[src/rtl/invader_bombs_pkg.sv]
`default_nettype none
// ============================================================================
// Module      : invader_bombs_pkg
// Description : Shared playfield geometry, bomb FSM states and the LFSR
//               start-column helper.
// Revision    : 1.0 - initial release
// ============================================================================
package invader_bombs_pkg;

    localparam int INVADER_W         = 16;
    localparam int INVADER_H         = 8;
    localparam int INVADER_SPACING_X = 24;
    localparam int INVADER_SPACING_Y = 16;
    localparam int INVADER_COLS      = 11;
    localparam int INVADER_ROWS      = 5;
    localparam int PLAYER_W          = 16;
    localparam int PLAYER_H          = 8;
    localparam int BOMB_W            = 2;
    localparam int BOMB_H            = 6;
    localparam int SCREEN_H          = 480;

    typedef enum logic [1:0] {
        ST_IDLE   = 2'd0,
        ST_SELECT = 2'd1,
        ST_FALL   = 2'd2
    } bomb_state_e;

    // Folds the 4-bit LFSR nibble (0..15) onto the 11 formation columns.
    function automatic logic [3:0] start_col(input logic [7:0] lfsr_val);
        logic [3:0] s;
        s = lfsr_val[3:0];
        return (s >= 4'd11) ? (s - 4'd11) : s;
    endfunction

endpackage
`default_nettype wire

[src/rtl/invader_bombs_lfsr8.sv]
`default_nettype none
// ============================================================================
// Module      : lfsr8
// Description : 8-bit Fibonacci LFSR (x^8+x^6+x^5+x^4+1) with seed reload
//               and step enable.
// Revision    : 1.0 - initial release
// ============================================================================
module lfsr8 #(
    parameter logic [7:0] SEED = 8'h5A
) (
    input  logic       clk,
    input  logic       rst,
    input  logic       load,
    input  logic       step,
    output logic [7:0] value
);

    logic [7:0] lfsr_q;
    logic [7:0] lfsr_d;

    always_comb begin
        lfsr_d = lfsr_q;
        if (load) begin
            lfsr_d = SEED;
        end else if (step) begin
            lfsr_d = {lfsr_q[6:0], lfsr_q[7] ^ lfsr_q[5] ^ lfsr_q[4] ^ lfsr_q[3]};
        end
    end

    always_ff @(posedge clk or negedge rst) begin
        if (!rst) begin
            lfsr_q <= SEED;
        end else begin
            lfsr_q <= lfsr_d;
        end
    end

    assign value = lfsr_q;

endmodule
`default_nettype wire

[src/rtl/invader_bombs.sv]
`default_nettype none
// ============================================================================
// Module      : invader_bombs
// Description : Single downward bomb: picks a column, spawns under the lowest
//               live invader, falls per frame and flags player hits.
// Revision    : 1.0 - initial release
// ============================================================================
module invader_bombs
    import invader_bombs_pkg::*;
#(
    parameter int         BOMB_SPEED = 4,
    parameter int         FIRE_DELAY = 60,
    parameter logic [7:0] LFSR_SEED  = 8'h5A
) (
    input  logic        clk,
    input  logic        rst,
    input  logic        arst,
    input  logic        frame,
    input  logic [54:0] invaders,
    input  logic [9:0]  invaders_x,
    input  logic [9:0]  invaders_y,
    input  logic [9:0]  player_x,
    input  logic [9:0]  player_y,
    output logic        bomb_active,
    output logic [9:0]  bomb_x,
    output logic [9:0]  bomb_y,
    output logic        player_collision
);

    localparam int CD_W = $clog2(FIRE_DELAY + 2);

    localparam logic [CD_W-1:0] c_cool_reload = CD_W'(FIRE_DELAY);
    localparam logic [9:0]      c_col_pitch   = 10'(INVADER_SPACING_X);
    localparam logic [9:0]      c_row_pitch   = 10'(INVADER_SPACING_Y);
    localparam logic [9:0]      c_bomb_x_off  = 10'((INVADER_W - BOMB_W) / 2);
    localparam logic [9:0]      c_inv_h       = 10'(INVADER_H);
    localparam logic [10:0]     c_speed       = 11'(BOMB_SPEED);
    localparam logic [10:0]     c_bomb_w      = 11'(BOMB_W);
    localparam logic [10:0]     c_bomb_h      = 11'(BOMB_H);
    localparam logic [10:0]     c_player_w    = 11'(PLAYER_W);
    localparam logic [10:0]     c_player_h    = 11'(PLAYER_H);
    localparam logic [10:0]     c_screen_h    = 11'(SCREEN_H);

    bomb_state_e     state_q,       state_d;
    logic [CD_W-1:0] cooldown_q,    cooldown_d;
    logic [3:0]      scan_col_q,    scan_col_d;
    logic [3:0]      scan_cnt_q,    scan_cnt_d;
    logic            bomb_active_q, bomb_active_d;
    logic [9:0]      bomb_x_q,      bomb_x_d;
    logic [9:0]      bomb_y_q,      bomb_y_d;
    logic            collision_q,   collision_d;

    logic       lfsr_step;
    logic [7:0] lfsr_value;

    lfsr8 #(
        .SEED (LFSR_SEED)
    ) u_lfsr (
        .clk   (clk),
        .rst   (rst),
        .load  (arst),
        .step  (lfsr_step),
        .value (lfsr_value)
    );

    // Lowest live invader in the column currently being scanned.
    logic       col_found;
    logic [2:0] col_row;
    logic [5:0] bit_idx;

    always_comb begin
        col_found = 1'b0;
        col_row   = 3'd0;
        bit_idx   = 6'd0;
        for (int r = 0; r < INVADER_ROWS; r++) begin
            bit_idx = 6'(r * INVADER_COLS) + {2'b00, scan_col_q};
            if (invaders[bit_idx]) begin
                col_found = 1'b1;
                col_row   = 3'(r);
            end
        end
    end

    logic [9:0] spawn_x;
    logic [9:0] spawn_y;

    assign spawn_x = invaders_x + 10'(scan_col_q) * c_col_pitch + c_bomb_x_off;
    assign spawn_y = invaders_y + 10'(col_row) * c_row_pitch + c_inv_h;

    // Hit test uses 11-bit arithmetic so the bottom edge never wraps.
    logic [10:0] y_next;
    logic [10:0] bx_ext;
    logic [10:0] px_ext;
    logic [10:0] py_ext;
    logic        hit;

    assign y_next = {1'b0, bomb_y_q} + c_speed;
    assign bx_ext = {1'b0, bomb_x_q};
    assign px_ext = {1'b0, player_x};
    assign py_ext = {1'b0, player_y};
    assign hit    = (bx_ext + c_bomb_w > px_ext) &&
                    (bx_ext < px_ext + c_player_w) &&
                    (y_next + c_bomb_h > py_ext) &&
                    (y_next < py_ext + c_player_h);

    always_comb begin
        state_d       = state_q;
        cooldown_d    = cooldown_q;
        scan_col_d    = scan_col_q;
        scan_cnt_d    = scan_cnt_q;
        bomb_active_d = bomb_active_q;
        bomb_x_d      = bomb_x_q;
        bomb_y_d      = bomb_y_q;
        collision_d   = 1'b0;
        lfsr_step     = 1'b0;

        if (arst) begin
            state_d       = ST_IDLE;
            cooldown_d    = c_cool_reload;
            scan_col_d    = 4'd0;
            scan_cnt_d    = 4'd0;
            bomb_active_d = 1'b0;
            bomb_x_d      = 10'd0;
            bomb_y_d      = 10'd0;
        end else begin
            case (state_q)
                ST_IDLE: begin
                    if (frame) begin
                        if (cooldown_q != '0) begin
                            cooldown_d = cooldown_q - CD_W'(1);
                        end else begin
                            state_d    = ST_SELECT;
                            scan_col_d = start_col(lfsr_value);
                            scan_cnt_d = 4'd0;
                            lfsr_step  = 1'b1;
                        end
                    end
                end

                ST_SELECT: begin
                    if (col_found) begin
                        bomb_x_d      = spawn_x;
                        bomb_y_d      = spawn_y;
                        bomb_active_d = 1'b1;
                        state_d       = ST_FALL;
                    end else if (scan_cnt_q == 4'd10) begin
                        state_d    = ST_IDLE;
                        cooldown_d = c_cool_reload;
                    end else begin
                        scan_col_d = (scan_col_q == 4'd10) ? 4'd0 : scan_col_q + 4'd1;
                        scan_cnt_d = scan_cnt_q + 4'd1;
                    end
                end

                ST_FALL: begin
                    if (frame) begin
                        if (hit) begin
                            collision_d   = 1'b1;
                            bomb_active_d = 1'b0;
                            state_d       = ST_IDLE;
                            cooldown_d    = c_cool_reload;
                        end else if (y_next >= c_screen_h) begin
                            bomb_active_d = 1'b0;
                            state_d       = ST_IDLE;
                            cooldown_d    = c_cool_reload;
                        end else begin
                            bomb_y_d = y_next[9:0];
                        end
                    end
                end

                default: begin
                    state_d = ST_IDLE;
                end
            endcase
        end
    end

    always_ff @(posedge clk or negedge rst) begin
        if (!rst) begin
            state_q       <= ST_IDLE;
            cooldown_q    <= c_cool_reload;
            scan_col_q    <= 4'd0;
            scan_cnt_q    <= 4'd0;
            bomb_active_q <= 1'b0;
            bomb_x_q      <= 10'd0;
            bomb_y_q      <= 10'd0;
            collision_q   <= 1'b0;
        end else begin
            state_q       <= state_d;
            cooldown_q    <= cooldown_d;
            scan_col_q    <= scan_col_d;
            scan_cnt_q    <= scan_cnt_d;
            bomb_active_q <= bomb_active_d;
            bomb_x_q      <= bomb_x_d;
            bomb_y_q      <= bomb_y_d;
            collision_q   <= collision_d;
        end
    end

    assign bomb_active      = bomb_active_q;
    assign bomb_x           = bomb_x_q;
    assign bomb_y           = bomb_y_q;
    assign player_collision = collision_q;

endmodule
`default_nettype wire
[config.mk]
export PLATFORM = sky130hd
export DESIGN_NAME = invader_bombs
export DESIGN_NICKNAME = d
export VERILOG_FILES = /design/src/rtl/invader_bombs_pkg.sv /design/src/rtl/invader_bombs_lfsr8.sv /design/src/rtl/invader_bombs.sv
export SDC_FILE = /design/constraint.sdc
export NUM_CORES = 1
export LEC_CHECK = 0
export ABC_AREA = 1
export CORE_MARGIN = 4
export CORE_UTILIZATION = 42
export CTS_CLUSTER_SIZE = 24
export DETAILED_ROUTE_END_ITERATION = 8
export DONT_BUFFER_PORTS = 1
export SETUP_SLACK_MARGIN = 0.3
export SLEW_MARGIN = 30
export SYNTH_ARGS = -nofsm -noshare
export SYNTH_HDL_FRONTEND = slang
export SYNTH_SLANG_ARGS = --single-unit
[constraint.sdc]
create_clock -name clk -period 4.3 [get_ports clk]
set_input_delay 0.645 -clock clk [delete_from_list [all_inputs] [get_ports clk]]
set_output_delay 0.645 -clock clk [all_outputs]
set_load 0.02 [all_outputs]
==> qor.yml, run 1 <==
outcome: "finished clean"
clkSinkCount: 46
tns_ps: 0
synth_nets: 1195
yosys_warnings: 0
clockBufferDepth: 2
syn_inst: 1019
synth_xor_area_frac: 0.0504
hp-class: "in2async"
worstPathRequired_ps: 4480
vias: 6376
cts_max_level: 2
yosys_most_used_dff: "dfrtp_1"
dp_hpwl_um: 13900
setup_viol_count_final: 0
initialDrtViolationCount: 413
grt_antenna_before_repair: 0
fin_crit_sh: 0.850
swShare: 0.558
hold_buffers: 0
crit_fanout: 21
start_kind: "flip-flop"
synth_compound_area_frac: 0.126
grt_max_degree: 54
nFillCells: 1594
internal_power_mw: 2.01
die_h_um: 131
synth-seq-area-share: 0.181
route.detailed.drc: 0
grt_overflow: 0
drv_slew: 0
port_buffers: 0
muxShareOfSynthArea: 0
coreArea_mm2: 0.0148
io_pins: 121
wire_per_inst_um: 14.4
hold_viol: 0
drive_above_1_share: 0.0576
crit_start: "scan_col_q[0]"
fin_nets: 1182
leakagePower_nw: 3.59
syn_to_final_growth_pct: 4.32
synth_edf_count: 0
via_per_inst: 5.35
synth_top_cell_by_area: "nand2_1"
synth_fa_ha_area_frac: 0.153
drt_wl_total_um: 17200
whs_ps: 47.5
async_reset_ff_frac: 1.00
critPathCaptureType: "flip-flop"
min_period_ps: 3650
first_global_vias: 6031
net-switching-power_mw: 2.54
irDropWorstVdd_mv: 0.243
drt_first_pass_iters: 5
cts_root_buffer: "clkbuf_16"
grt_setup_unrepaired: "false"
floorplan.initialDensity: 0.434
clock_latency_ps: 290
finClkSkew_ps: 6.88
die_area_mm2: 0.0173
cp.arrival_ps: 3840
grt_first_pass_wirelength_um: 29000
pwr-share-comb: 0.727
worstMarginPinSlew_ps: 841
gp_congestion: 0.816
pwr-share-seq: 0.189
gr-usage-all-layers: 0.196
synth_cell_types: 45
yosysTopAreaCellShare: 0.165
postSynthAreaPerCell_um2: 6.28
r2r-start: "scan_col_q[0]"
synth_area_leaders: "nand2_1, dfrtp_1, ha_1, nand3_1, inv_1"
ys_seq_elements: 46
cellPowerDensity_mw_per_mm2: 682
maxCapViolations: 0
std_cell_rows: 44
synth_top_family_by_area: "simple AND/OR/NAND/NOR gates"
ant_nets: 0
maxSlewHeadroom: 0.435
critPathKind: "reg2reg"
antenna_cells: 0
syn_area_mm2: 0.00640
max_clock_freq_mhz: 274
cts_tree: "built"
path_clk_slew_ps: 70
clkPwrFrac: 0.084
synth_simple_gate_area_frac: 0.369
dieWidth_um: 131
numCtsBuffers: 5
## final cells by class
cell class	count	area [um^2]	share of cell area
flip-flops and latches	46	1160	0.175
multi-input cells	788	4480	0.670
well taps	184	230	0.0345
clock inverters	1	7.51	0.00112
repair buffers	8	72.6	0.0109
inverters	157	592	0.0887
clock buffers	7	133	0.0199
## per-stage QoR
step	power, mW	std cells	instance area [um^2]	setup WS (ps)	util
3_5_place_dp	4.14	1183	6520	581	0.442
2_1_floorplan	3.41	1019	6400	807	-
4_1_cts	4.55	1191	6660	591	0.452
3_3_place_gp	4.12	1183	6520	658	0.442
6_report	4.55	1191	6680	646	0.452
5_1_grt	5.13	1191	6680	323	0.452
## kinds of logic (layout without fill, tap and decap cells)
group,count (synthesis),in the layout
fa+ha+maj,77,77
xor+xnor,36,36
simple gates,542,542
compound gates,133,133
flops,46,46
buf+inv,185,173
## cells in the final DEF, fill, tap and decap left out, types with 4 or more instances in the layout
cell	count
o21ai_1	12
nor2_1	65
ha_1	75
nor2_2	5
nand2_1	282
o211ai_1	8
o22ai_1	17
or2_2	4
a21oi_1	28
o21ai_0	37
xnor2_1	13
clkbuf_16	5
nor3_1	15
dfstp_2	8
nand2_2	4
buf_4	7
xor2_1	22
nand4_1	20
o21ai_2	8
nand3_1	139
inv_2	4
o21bai_1	7
dfrtp_1	37
inv_1	151
## routing by layer
layer | share of wire | up-vias | global-route usage
met2 | 0.46 | 180 | 0.321
met4 | 0.015 | 0 | 0.0432
met3 | 0.058 | 18 | 0.0325
met5 | 0 | - | 0
li1 | - | 3304 | -
met1 | 0.47 | 2874 | 0.272
## flip-flops by register name, indices dropped and copies added, names as in the netlist
signal and count:
state_q 2, scan_cnt_q 4, scan_col_q 4, bomb_y 10, u_lfsr.value 8, bomb_x 10, cooldown_q 6, player_collision 1
bomb_active 1
## critical path, cell delays in order (launching register included)
cell and delay (ps):
dfrtp_4 590, ha_1 320, or2_2 330, nand2_2 120, inv_1 100, o211ai_1 150, o21ai_1 120, nand3_1 80
nand3_1 190, a21oi_2 220, inv_1 70, fa_1 390, o21ai_0 270, nand2_1 110, nor2_1 130, xnor2_1 130
o21ai_0 90, nand3_1 80, nand2_1 50
## path summary, 6_finish.rpt
| kind | to | slack, ps | depth (start not counted) |
|---|---|---|---|
| min in group clk | bomb_x[0] | 470 | 1 |
| max | bomb_y[9] | 650 | 18 |
| min reg2reg | u_lfsr.value[6] | 500 | 2 |
| max in group asynchronous | u_lfsr.value[4] | 4070 | 0 |
| max reg2reg | bomb_y[9] | 650 | 18 |
| min | bomb_y[4] | 50 | 0 |
## cells in the mapped netlist, types with 2 or more instances
cell type,count
a211oi_1,2
a21o_1,3
a21oi_1,29
a22oi_1,3
buf_2,14
buf_4,5
buf_6,5
clkbuf_1,4
dfrtp_1,38
dfstp_2,8
fa_1,2
ha_1,75
inv_1,151
inv_2,4
nand2_1,282
nand2_2,4
nand2_4,2
nand3_1,139
nand3b_1,3
nand4_1,20
nor2_1,65
nor2_2,5
nor3_1,15
o211ai_1,8
o21ai_0,37
o21ai_1,12
o21ai_2,8
o21bai_1,7
o22ai_1,17
or2_2,4
xnor2_1,13
xor2_1,22
## power by group through the flow
stage / logic [mW] / registers (mW) / clock network [mW]
after floorplan: 2.61 / 0.796 / 0
after global placement: 3.25 / 0.866 / 0
after detailed placement: 3.28 / 0.867 / 0
after CTS: 3.29 / 0.861 / 0.395
after global routing: 3.83 / 0.887 / 0.413
final: 3.31 / 0.860 / 0.381
## timing repair
action / in CTS / in global routing
buffers inserted: 0 / 0
setup endpoints to repair: 0 / 2
gates resized for setup: 0 / 3
No activity file was read; power rests on OpenSTA's default activity.
==> run 2: changes to the inputs <==
==> constraint.sdc (replaced) <==
create_clock -name clk -period 3.5 [get_ports clk]
set_input_delay 0.525 -clock clk [delete_from_list [all_inputs] [get_ports clk]]
set_output_delay 0.525 -clock clk [all_outputs]
set_load 0.02 [all_outputs]
==> run 2 against run 1 <==
Effect of this change:
- via count increased by 1.5%
- critical endpoint is now bomb_y[6]
- largest cell class unchanged
- non-clock buffer count increased by 46
- hold slack improved by 24 ps
- maximum frequency increased by 15%
- clock skew increased by 4.5 ps
- setup slack got worse by 330 ps
- critical path depth increased by 4
- design area increased by 10%
==> qor.yml, run 2 (synthesized netlist as in run 1, its figures left out) <==
critPathKind: "reg2reg"  # unchanged
critPathCaptureType: "flip-flop"  # unchanged
antenna_cells: 0  # unchanged
fin_nets: 1230  # was 1182
fin_crit_sh: 0.908  # was 0.850
start_kind: "flip-flop"  # unchanged
min_period_ps: 3180  # was 3650 ps
hp-class: "in2async"  # unchanged
drt_first_pass_iters: 5  # unchanged
cp.arrival_ps: 3360  # was 3840 ps
clkSinkCount: 46  # unchanged
crit_start: "scan_col_q[1]"  # was scan_col_q[0]
grt_setup_unrepaired: "true"  # was false
final_core_util: 0.499  # was 0.452
drv_slew: 0  # unchanged
path_clk_slew_ps: 70  # about the same
gp_congestion: 0.891  # was 0.816
r2r-start: "scan_col_q[1]"  # was scan_col_q[0]
clockBufferDepth: 2  # unchanged
gr-usage-all-layers: 0.197  # was 0.196
std_cell_rows: 44  # unchanged
max_clock_freq_mhz: 315  # was 274 MHz
first_global_vias: 6018  # was 6031
cts_max_level: 2  # unchanged
nFillCells: 1556  # was 1594
irDropWorstVdd_mv: 0.328  # was 0.243 mV
drive_above_1_share: 0.146  # was 0.0576
worstPathRequired_ps: 3680  # was 4480 ps
wire_per_inst_um: 14.4  # about the same
cellPowerDensity_mw_per_mm2: 875  # was 682 mW/mm^2
via_per_inst: 5.22  # was 5.35
whs_ps: 71.5  # was 47.5 ps
maxCapViolations: 0  # unchanged
most-common-layout-cells: "nand2_1, inv_1, nand3_1"  # unchanged
maxSlewHeadroom: 0.541  # was 0.435
port_buffers: 0  # unchanged
cts_root_buffer: "clkbuf_16"  # unchanged
cts_tree: "built"  # unchanged
syn_to_final_growth_pct: 15.1  # was 4.32%
leakagePower_nw: 3.84  # was 3.59 nW
grt_max_degree: 47  # was 54
vias: 6472  # was 6376
grt_first_pass_wirelength_um: 29100  # was 29000 um
dieWidth_um: 131  # unchanged
die_h_um: 131  # unchanged
dp_hpwl_um: 14100  # was 13900 um
worstMarginPinSlew_ps: 684  # was 841 ps
numCtsBuffers: 5  # unchanged
route.detailed.drc: 0  # unchanged
drt_wl_total_um: 17800  # was 17200 um
ant_nets: 0  # unchanged
grt_antenna_before_repair: 0  # unchanged
final_common_cell: "nand2_1"  # unchanged
initialDrtViolationCount: 287  # was 413
floorplan.initialDensity: 0.434  # unchanged
io_pins: 121  # unchanged
coreArea_mm2: 0.0148  # unchanged
grt_overflow: 0  # unchanged
die_area_mm2: 0.0173  # unchanged
tns_ps: 0  # unchanged
clock_latency_ps: 290  # about the same
finClkSkew_ps: 11.4  # was 6.88 ps
hold_viol: 0  # unchanged
outcome: "finished clean"  # unchanged
crit_fanout: 8  # was 21
setup_viol_count_final: 0  # unchanged
[run 2: area by class of cell]
| cell class | count | area [um^2] | share of cell area |
|---|---|---|---|
| repair inverters | 1 | 5.00 | 0.000679 |
| well taps | 184 | 230 | 0.0313 |
| inverters | 157 | 603 | 0.0819 |
| clock inverters | 2 | 37.5 | 0.00510 |
| clock buffers | 6 | 129 | 0.0175 |
| flip-flops and latches | 46 | 1170 | 0.158 |
| repair buffers | 54 | 448 | 0.0608 |
| multi-input cells | 789 | 4750 | 0.644 |
[run 2: repair_timing]
item                                    CTS  global route
cloned                                    0             2
endpoints found under the setup margin   16            17
hold endpoints to repair                 38             0
buffers inserted                          6            19
pin swaps                                 2            22
resized for setup                        13            56
hold buffers                              1             0
[run 2: metrics by stage]
step / instances / total power [mW] / setup WS, ps / area [um^2]
global placement: 1203 / 5.30 / 37.3 / 6700
floorplan: 1019 / 4.33 / 306 / 6470
CTS: 1218 / 6.05 / 303 / 6990
detailed placement: 1203 / 5.32 / 23.7 / 6700
finish: 1239 / 6.44 / 321 / 7370
global route: 1239 / 7.16 / 131 / 7370
[run 2: final timing paths]
check | slack (ps) | cells after the start | to
worst max-delay path | 320 | 22 | bomb_y[6]
worst min-delay path | 70 | 1 | bomb_y[6]
worst max register to register | 320 | 22 | bomb_y[6]
worst min register to register | 510 | 2 | u_lfsr.value[6]
max in group asynchronous | 3200 | 1 | scan_col_q[2]
min in group clk | 350 | 1 | bomb_x[0]
[run 2: worst max-delay path, cell delays in order, from the launching register on]
cell and delay [ps]:
dfrtp_1 400, buf_6 120, inv_4 40, ha_4 280, clkinvlp_4 190, o21ai_0 140
o21ai_1 70, o21ai_1 180, nand3_1 120, nand3_2 130, nand2_1 70, nand3_1 80
inv_2 60, ha_4 280, nand2_1 50, nor2_1 110, a211oi_2 70, buf_4 140
or2_2 260, nand2_1 70, o22ai_1 70, nand3_1 90, nand2_1 50
[run 2: routing by layer]
metal  global-route usage  part of all wire  routed length (um)  vias to the layer above
li1                     -                 -                   -                     3395
met5                    0                 0                   0                        -
met4               0.0362            0.0078                 139                        0
met3               0.0279             0.052                 929                        8
met1                0.268              0.46                8240                     2937
met2                0.337              0.48                8490                      132
[run 2: report_power, final]
part	leakage, nW	total (mW)	switching, mW	internal, mW
combinational	3.18	4.94	2.95	2.00
clock	0.0771	0.541	0.204	0.337
sequential	0.587	0.958	0.238	0.720
